### config.mk
export PLATFORM = sky130hd
export DESIGN_NAME = fixed_point_divider_param_flat
export DESIGN_NICKNAME = d
export VERILOG_FILES = /design/src/rtl/fixed_point_divider_param_if.sv /design/src/rtl/fixed_point_divider_param.sv /design/src/flat_wrapper.sv
export SDC_FILE = /design/constraint.sdc
export NUM_CORES = 1
export LEC_CHECK = 0
export BUFFER_PORTS_ARGS = -buffer_cell sky130_fd_sc_hd__clkbuf_2
export CORE_ASPECT_RATIO = 0.9
export CORE_MARGIN = 3
export CORE_UTILIZATION = 40
export DETAILED_ROUTE_END_ITERATION = 12
export PLACE_DENSITY = 0.65
export SLEW_MARGIN = 20
export SYNTH_ARGS = -nofsm -noshare
export SYNTH_HDL_FRONTEND = slang
export SYNTH_SLANG_ARGS = --single-unit
### constraint.sdc
create_clock -name clk -period 5.5 [get_ports clk]
set_input_delay 0.825 -clock clk [delete_from_list [all_inputs] [get_ports clk]]
set_output_delay 0.825 -clock clk [all_outputs]
set_load 0.1 [all_outputs]
### src/rtl/fixed_point_divider_param_if.sv
// fixed_point_divider_param_if
// Groups the request/result signals of the fixed-point divider.
//   start        request, honoured only while the divider is idle
//   signed_mode  0 = unsigned operands, 1 = two's-complement operands
//   A, B         dividend and divisor (W bits, FRAC fraction bits)
//   Q, R         quotient and remainder (W bits)
//   busy         high while an operation is in flight
//   done         one-cycle pulse when Q/R/ov/dvz are updated
//   ov           quotient not representable in W bits
//   dvz          divide by zero
// master: the requester side. slave: the divider side.
interface fixed_point_divider_param_if #(
  parameter int W = 10
);
  logic         start;
  logic         signed_mode;
  logic [W-1:0] A;
  logic [W-1:0] B;
  logic [W-1:0] Q;
  logic [W-1:0] R;
  logic         busy;
  logic         done;
  logic         ov;
  logic         dvz;

  modport master (
    output start, signed_mode, A, B,
    input  Q, R, busy, done, ov, dvz
  );

  modport slave (
    input  start, signed_mode, A, B,
    output Q, R, busy, done, ov, dvz
  );
endinterface

### src/rtl/fixed_point_divider_param.sv
// fixed_point_divider_param
// Multi-cycle restoring divider for fixed-point operands that share FRAC
// fraction bits. The magnitude of the dividend is pre-shifted by FRAC so
// the quotient keeps the operands' fixed-point format. One quotient bit
// is produced per cycle over N = W + FRAC cycles.
// Ports:
//   clk  sole clock, rising edge
//   rst  synchronous active-low reset
//   bus  slave modport of fixed_point_divider_param_if
//        (start, signed_mode, A, B in; Q, R, busy, done, ov, dvz out)
// Parameters:
//   W     operand/result width
//   FRAC  fraction bits, 0 <= FRAC < W
//   SAT   1 = saturate Q on overflow, 0 = keep low W bits of the result
module fixed_point_divider_param #(
  parameter int W    = 10,
  parameter int FRAC = 4,
  parameter int SAT  = 1
) (
  input logic                        clk,
  input logic                        rst,
  fixed_point_divider_param_if.slave bus
);

  localparam int N  = W + FRAC;
  localparam int CW = $clog2(N + 1);

  localparam logic [CW-1:0] LAST_ITER = CW'(N - 1);
  localparam logic [W-1:0]  ALL_ONES  = '1;
  localparam logic [W-1:0]  POS_MAX   = {1'b0, {(W-1){1'b1}}};
  localparam logic [W-1:0]  NEG_MIN   = {1'b1, {(W-1){1'b0}}};
  localparam logic [N-1:0]  POS_LIMIT = N'(POS_MAX);
  localparam logic [N-1:0]  NEG_LIMIT = N'(NEG_MIN);

  typedef enum logic [1:0] {
    IDLE,
    ITER,
    FIN
  } state_t;

  state_t        state;
  logic [CW-1:0] cnt;
  logic [W:0]    acc;
  // Holds the shifted dividend; quotient bits enter at the LSB, so after
  // N steps this register is the raw N-bit quotient.
  logic [N-1:0]  dvd;
  logic [W-1:0]  mag_b;
  logic          neg_q;
  logic          neg_r;
  logic          sgn;
  logic          dz;

  logic          sign_a;
  logic          sign_b;
  logic [W-1:0]  mag_a_in;
  logic [W-1:0]  mag_b_in;
  logic [W:0]    acc_shift;
  logic [W:0]    acc_diff;
  logic          fits;
  logic [W-1:0]  q_low;
  logic [W-1:0]  q_signed;
  logic [W-1:0]  q_sat;
  logic [W-1:0]  r_signed;
  logic          ovf;

  // Operand magnitudes, the restoring step and the final result shaping.
  // In unsigned mode the sign bits are forced to zero so the operands pass
  // through untouched and neither result is negated.
  always_comb begin
    sign_a    = bus.signed_mode & bus.A[W-1];
    sign_b    = bus.signed_mode & bus.B[W-1];
    mag_a_in  = sign_a ? -bus.A : bus.A;
    mag_b_in  = sign_b ? -bus.B : bus.B;

    // The remainder is always below |B|, so acc never carries into its top
    // bit between steps; shifting the whole register keeps that invariant.
    acc_shift = (acc << 1) | (W+1)'(dvd[N-1]);
    acc_diff  = acc_shift - {1'b0, mag_b};
    fits      = acc_shift >= {1'b0, mag_b};

    q_low     = dvd[W-1:0];
    q_signed  = neg_q ? -q_low : q_low;
    q_sat     = sgn ? (neg_q ? NEG_MIN : POS_MAX) : ALL_ONES;
    r_signed  = neg_r ? -acc[W-1:0] : acc[W-1:0];

    // Unsigned: anything above the low W bits overflows. Signed: the
    // negative range reaches one further than the positive range.
    if (sgn) begin
      ovf = dvd > (neg_q ? NEG_LIMIT : POS_LIMIT);
    end else begin
      ovf = (dvd >> W) != '0;
    end
  end

  // Control FSM and datapath registers. A zero divisor skips the iteration
  // phase entirely and goes straight to FIN, which publishes the saturated
  // quotient. All outputs are registered; done is a single-cycle pulse.
  always_ff @(posedge clk) begin
    if (!rst) begin
      state    <= IDLE;
      cnt      <= '0;
      acc      <= '0;
      dvd      <= '0;
      mag_b    <= '0;
      neg_q    <= 1'b0;
      neg_r    <= 1'b0;
      sgn      <= 1'b0;
      dz       <= 1'b0;
      bus.Q    <= '0;
      bus.R    <= '0;
      bus.busy <= 1'b0;
      bus.done <= 1'b0;
      bus.ov   <= 1'b0;
      bus.dvz  <= 1'b0;
    end else begin
      bus.done <= 1'b0;
      case (state)
        IDLE: begin
          if (bus.start) begin
            mag_b    <= mag_b_in;
            neg_q    <= sign_a ^ sign_b;
            neg_r    <= sign_a;
            sgn      <= bus.signed_mode;
            dvd      <= N'(mag_a_in) << FRAC;
            acc      <= '0;
            cnt      <= '0;
            dz       <= (bus.B == '0);
            bus.busy <= 1'b1;
            state    <= (bus.B == '0) ? FIN : ITER;
          end
        end
        ITER: begin
          acc <= fits ? acc_diff : acc_shift;
          dvd <= {dvd[N-2:0], fits};
          cnt <= cnt + 1'b1;
          if (cnt == LAST_ITER) begin
            state <= FIN;
          end
        end
        FIN: begin
          bus.done <= 1'b1;
          bus.busy <= 1'b0;
          state    <= IDLE;
          if (dz) begin
            bus.Q   <= q_sat;
            bus.R   <= '0;
            bus.ov  <= 1'b0;
            bus.dvz <= 1'b1;
          end else begin
            bus.Q   <= (ovf && SAT != 0) ? q_sat : q_signed;
            bus.R   <= r_signed;
            bus.ov  <= ovf;
            bus.dvz <= 1'b0;
          end
        end
        default: begin
          state <= IDLE;
        end
      endcase
    end
  end

endmodule

### src/flat_wrapper.sv
// flat-port wrapper written by rule: the top's interface ports become plain ports
module fixed_point_divider_param_flat 
#(
  parameter int W    = 10,
  parameter int FRAC = 4,
  parameter int SAT  = 1
)
  (clk, rst, bus_start, bus_signed_mode, bus_A, bus_B, bus_Q, bus_R, bus_busy, bus_done, bus_ov, bus_dvz);
  fixed_point_divider_param_if #(.W(W)) bus_i ();
  input logic clk;
  input logic rst;
  input wire logic [$bits(bus_i.start)-1:0] bus_start;
  input wire logic [$bits(bus_i.signed_mode)-1:0] bus_signed_mode;
  input wire logic [$bits(bus_i.A)-1:0] bus_A;
  input wire logic [$bits(bus_i.B)-1:0] bus_B;
  output wire logic [$bits(bus_i.Q)-1:0] bus_Q;
  output wire logic [$bits(bus_i.R)-1:0] bus_R;
  output wire logic [$bits(bus_i.busy)-1:0] bus_busy;
  output wire logic [$bits(bus_i.done)-1:0] bus_done;
  output wire logic [$bits(bus_i.ov)-1:0] bus_ov;
  output wire logic [$bits(bus_i.dvz)-1:0] bus_dvz;
  assign bus_i.start = bus_start;
  assign bus_i.signed_mode = bus_signed_mode;
  assign bus_i.A = bus_A;
  assign bus_i.B = bus_B;
  assign bus_Q = bus_i.Q;
  assign bus_R = bus_i.R;
  assign bus_busy = bus_i.busy;
  assign bus_done = bus_i.done;
  assign bus_ov = bus_i.ov;
  assign bus_dvz = bus_i.dvz;
  fixed_point_divider_param #(.W(W), .FRAC(FRAC), .SAT(SAT)) u_core (.clk(clk), .rst(rst), .bus(bus_i));
endmodule
* Word level (Yosys, flattened, before mapping)
Cells that the tools add are included.
Word-level totals: output and inout bits 24, logic and storage cells 68, register bits 68, input bits 24
Cells by class: reduce and logical (&&, ||, !) cells 9, multiplexer cells 27, bitwise operators 4, equality and inequality tests 5, order comparisons 2, $add $sub $neg 6
Operators with widths (count):
- 10-bit 2-to-1 mux | 12
- 10-bit negation | 4
- 14-bit one-hot mux with 2 select lines | 1
- 10-bit one-hot mux with 2 select lines | 1
- 14-bit > comparator | 1
- 14-bit 2-to-1 mux | 1
- 14-bit nonzero test | 1
- 11-bit by 10-bit >= comparator with 1-bit output | 1
- 11-bit by 1-bit OR with 11-bit output | 1
- 10-bit logical NOT | 1
- 10-bit subtractor | 1
- 4-bit one-hot mux with 2 select lines | 1
- 2-bit AND reduction | 4
- 2-bit 2-to-1 mux | 3
- 1-bit 2-to-1 mux | 5
- 4-bit by 1-bit adder with 4-bit output (second input constant) | 1
- 4-bit == test (second input constant) | 1
- 4-bit 2-to-1 mux | 1
- 2-bit one-hot mux with 2 select lines | 1
- 2-bit nonzero test | 2
- 1-bit bitwise AND | 2
- 2-bit by 1-bit == test with 1-bit output (second input constant) | 1
- 2-bit == test (second input constant) | 1
- 2-bit logical NOT | 1
- other kinds (4) | 4

* Depth between registers and ports, before layout
depth after elaboration 5, depth in mapped cells 10, depth with buffers taken out 10

* Least setup slack after synthesis
OpenSTA, ideal clock, no wires.
path type reg2reg, start register u_core.neg_q, end register u_core.bus.Q[0], setup time 0.116 ns, stages on the path, launching flop included 9, clock period less this slack 2.356 ns, slack 3.144 ns, data arrival time 2.239 ns, required time 5.384 ns, path buffers 0, cell sequence dfxtp_1 > inv_1 > ha_1 > and4_1 > nand4_1 > mux2_4 > o311a_2 > or4_1 > a31o_2
On the way: cells in the longest elaborated chain, start to end 5, elaborated cells between the ends (all ways) 8, those cells by class order compare: 1; mux: 7
RTL lines:
- start, declared | line fixed_point_divider_param.sv:48 | logic neg_q;
- start signal, assigned | line fixed_point_divider_param.sv:121 | neg_q <= sign_a ^ sign_b;
- 10-bit 2-to-1 mux | line fixed_point_divider_param.sv:83, fixed_point_divider_param.sv:89
- 14-bit > comparator | line fixed_point_divider_param.sv:89 | ovf = dvd > (neg_q ? NEG_LIMIT : POS_LIMIT);
- 1-bit 2-to-1 mux | line fixed_point_divider_param.sv:88 | if (sgn) begin
- 10-bit 2-to-1 mux | line fixed_point_divider_param.sv:150 | bus.Q <= (ovf && SAT != 0) ? q_sat : q_signed;
- 10-bit 2-to-1 mux * | line fixed_point_divider_param.sv:144 | if (dz) begin
- end signal, assigned | line fixed_point_divider_param.sv:145 | bus.Q <= q_sat;
- end signal, assigned | line fixed_point_divider_param.sv:150
- end, declared | line fixed_point_divider_param_if.sv:33 | output Q, R, busy, done, ov, dvz
Mark *: on every way between the ends. The rest lies on a longest branch, timed or not. A chain may end at the register's enable or synchronous reset.

* Final worst setup path
start register u_core.neg_q, end register u_core.bus.Q[3]
Same word-level chain as after synthesis.

==> key figures <==
Run status
  – Outcome: finished, final reports clean

GRT
  – Total grt overflow: 0
  – Wire length of the first global-routing pass: 16.7 mm
  – Largest net degree at the start of global routing: 49
  – Tot GR Track Use: 17.5%
  – Vias in the first global route: approximately 3.5k
  – Initial antenna violation count: 0

Routing
  – Post-DRT Antenna Nets: 0
  – Drt total wl: 9.79 mm
  – First DRT Iteration DRCs: 235
  – Vias: 3718
  – Drt wl/cell: approximately 14 um
  – Avg Vias per Cell: 5.48
  – DRC: 0
  – Detailed-router iteration count before antenna repair: 6

Pwr
  – Leak: 2.11 nW
  – Worst vdd ir: 0.250 mV
  – Pwr/cell area: approximately 320 nW/um^2

Logic synthesis
  – Library cells used by synthesis: 62
  – Adder-cell area share of the yosys netlist: 8.29%
  – Synth top area share: between 30% and 40%
  – Area contributors post-synth: dfxtp_1, ha_1, nor2_1, nand2_1, xor2_1
  – Post-synthesis register bit count: 68
  – Fraction of synthesized cell area in xor and xnor cells: 6.94%
  – Syn Inst Count: 512
  – Largest family of logic cells by synthesized area: compound AO/OA/AOI/OAI gates
  – Register area share after synthesis: 32.7%
  – Number of flops mapped to enable cells by yosys: 0
  – Synth Area per Inst: a little over 8 um^2
  – Synthesized area: 4160 um^2
  – Count leader, synth: nor2_1
  – Asr flop ratio synth: 0%
  – Post-Synth Simple-Gate Area: 21.5%
  – Compound-Gate Fraction of Synth Area: 23.8%
  – Top cell type by total area after synthesis: dfxtp_1
  – Synth Net Count: 563
  – Warning count from the yosys run: 0
  – Most frequent cells after synthesis: nor2_1, dfxtp_1, nand2_1, a21oi_1, inv_1
  – Mux cell area share after synthesis: 1.83%
  – Main synth FF type: dfxtp_1

Timing
  – Slew Viols, Final: 0
  – Fin crit period: 2.91 ns
  – Rel. slew slack: 31.9%
  – Final period utilization: 52.9%
  – Worst Setup Slack, final: ~2.6 ns
  – Fmax: between 300 and 400 MHz
  – Setup TNS: 0 ns
  – RSZ-0062 raised after global routing: no
  – Final setup fails: 0
  – Worst Max-Slew Pin Slew: 1.02 ns
  – Skew final: approximately 0.007 ns
  – Final Hold Fails: 0

Placed design
  – RD Place Congestion: 0.854
  – DP HPWL: 7.25 mm
  – IO buf count: 47
  – Setup WS pre-CTS: between 2 and 3 ns

Worst setup path
  – CP max-delay cell: dfxtp_1
  – Crit-path max cell delay: 0.82 ns
  – Startpoint type of the worst setup path: flip-flop
  – Worst path top cell family by delay: flip-flops
  – Worst Setup End Kind: flip-flop
  – Crit path DAT: 3.12 ns
  – Crit Path Class: flip-flop to flip-flop
  – Worst path required time: between 5 and 6 ns
  – Setup slack, reg-to-reg: approximately 2.6 ns
  – Crit path buffers/inverters: 1
  – Sequence of cells on the critical path: inv_1 > ha_1 > and4_1 > nand4_1 > mux2_4 > o311a_2 > or2_0 > o221a_2
  – Worst-path maximum fanout: 21

Clocking
  – # Post-CTS Setup Buffers: 0
  – CTS buffer count: 9
  – Clock slew at reported path FFs: about 0.05 ns
  – CTS tree: yes
  – Htree depth: 3
  – CTS root buffer: clkbuf_16
  – Post_cts resized: 0
  – Worst skew pair latency: 0.33 ns
  – Hold Buf Count CTS: 0
  – Clock buffer depth: 2
  – Sink Count: 68

Floorplanning
  – I/O pin total: 48
  – Initial Utilization: 42.0%
  – Rows: 34
  – Die area: around 12000 um^2
  – CORE AREA: slightly below 10000 um^2
  – Die width: about 110 um
  – Chip height: between 100 and 150 um

Cells and area
  – Antenna Cells: 0
  – Total Nets Final: 599
  – Ratio of cells with drive above 1 in the final layout: between 10% and 20%
  – Synthesis-to-layout area growth: 14.5%

Job
  – Max Cap Viol: 0

Hold path
  – Type of the worst min-delay path: flip-flop to flip-flop
## registers in the layout (all words and copies together) (netlist names), 2 cells and up
| register | cells |
|---|---|
| u_core.dvd | 14 |
| u_core.acc | 10 |
| u_core.bus.Q | 10 |
| u_core.bus.R | 10 |
| u_core.mag_b | 10 |
| u_core.cnt | 4 |
| u_core.state | 2 |
## per-stage QoR
stage / std cells / utilization [%] / cell area, um^2 / hold slack [ns] / power [mW]
6_report: 678 / 48.1 / 4770 / 0.456 / 1.54
3_3_place_gp: 663 / 45.2 / 4480 / 0.439 / 0.972
5_1_grt: 678 / 48.1 / 4770 / 0.483 / 1.62
2_1_floorplan: 512 / - / 4160 / 0.432 / 0.899
3_5_place_dp: 663 / 45.2 / 4480 / 0.447 / 0.982
4_1_cts: 678 / 48.1 / 4770 / 0.455 / 1.55
## kinds of logic after synthesis
group,Yosys count
compound gates,132
fa+ha+maj,27
buf+inv,52
mux,7
flops,68
xor+xnor,33
simple gates,193
## path summary, 6_finish.rpt
kind,endpoint,from,cells past startpoint
worst max-delay path,u_core.bus.Q[3]$_SDFFE_PN0P_,u_core.neg_q$_SDFFE_PN0P_,8
worst min-delay path,u_core.bus.busy$_SDFFE_PN0P_,u_core.bus.busy$_SDFFE_PN0P_,2
worst max register to register,u_core.bus.Q[3]$_SDFFE_PN0P_,u_core.neg_q$_SDFFE_PN0P_,8
worst min register to register,u_core.bus.busy$_SDFFE_PN0P_,u_core.bus.busy$_SDFFE_PN0P_,2
## layout make-up
cell class,instances,area [um^2]
inverter,27,101
fill,1000,5140
timing repair buffer,50,258
multi-input combinational,392,2600
clock buffer,11,243
clock inverter,4,50.0
sequential,68,1360
tap,126,158
## cell usage in the layout (no fill, tap or decap), types with 16 or more instances in the layout
master / instances
clkbuf_2: 47
o21ai_0: 23
dfxtp_1: 68
nand2_1: 54
xor2_1: 17
a21oi_1: 29
xnor2_1: 16
ha_1: 26
inv_1: 27
nor2_1: 69
nand3_1: 22
## worst reg2reg max path, cell delays in order, from the launching register on
cell and delay [ns]:
dfxtp_1 0.82, inv_1 0.22, ha_1 0.34, and4_1 0.18, nand4_1 0.10, mux2_4 0.29
o311a_2 0.16, or2_0 0.39, o221a_2 0.30
## per-layer routing
metal,routed length [um],part of all wire [%],vias to the layer above,track usage [%]
met5,0,0,-,0
met4,70,0.72,0,4.25
met3,465,4.8,6,3.58
met2,4220,43,87,27.4
met1,5030,51,1708,24.7
li1,-,-,1917,-
## report_power, final
group	switching, mW	internal (mW)	total (mW)	leakage [nW]
clock network	0.204	0.360	0.564	0.138
logic	0.246	0.166	0.411	1.42
registers	0.0404	0.523	0.563	0.553
Note: power is estimated with default switching activity, not from simulation.
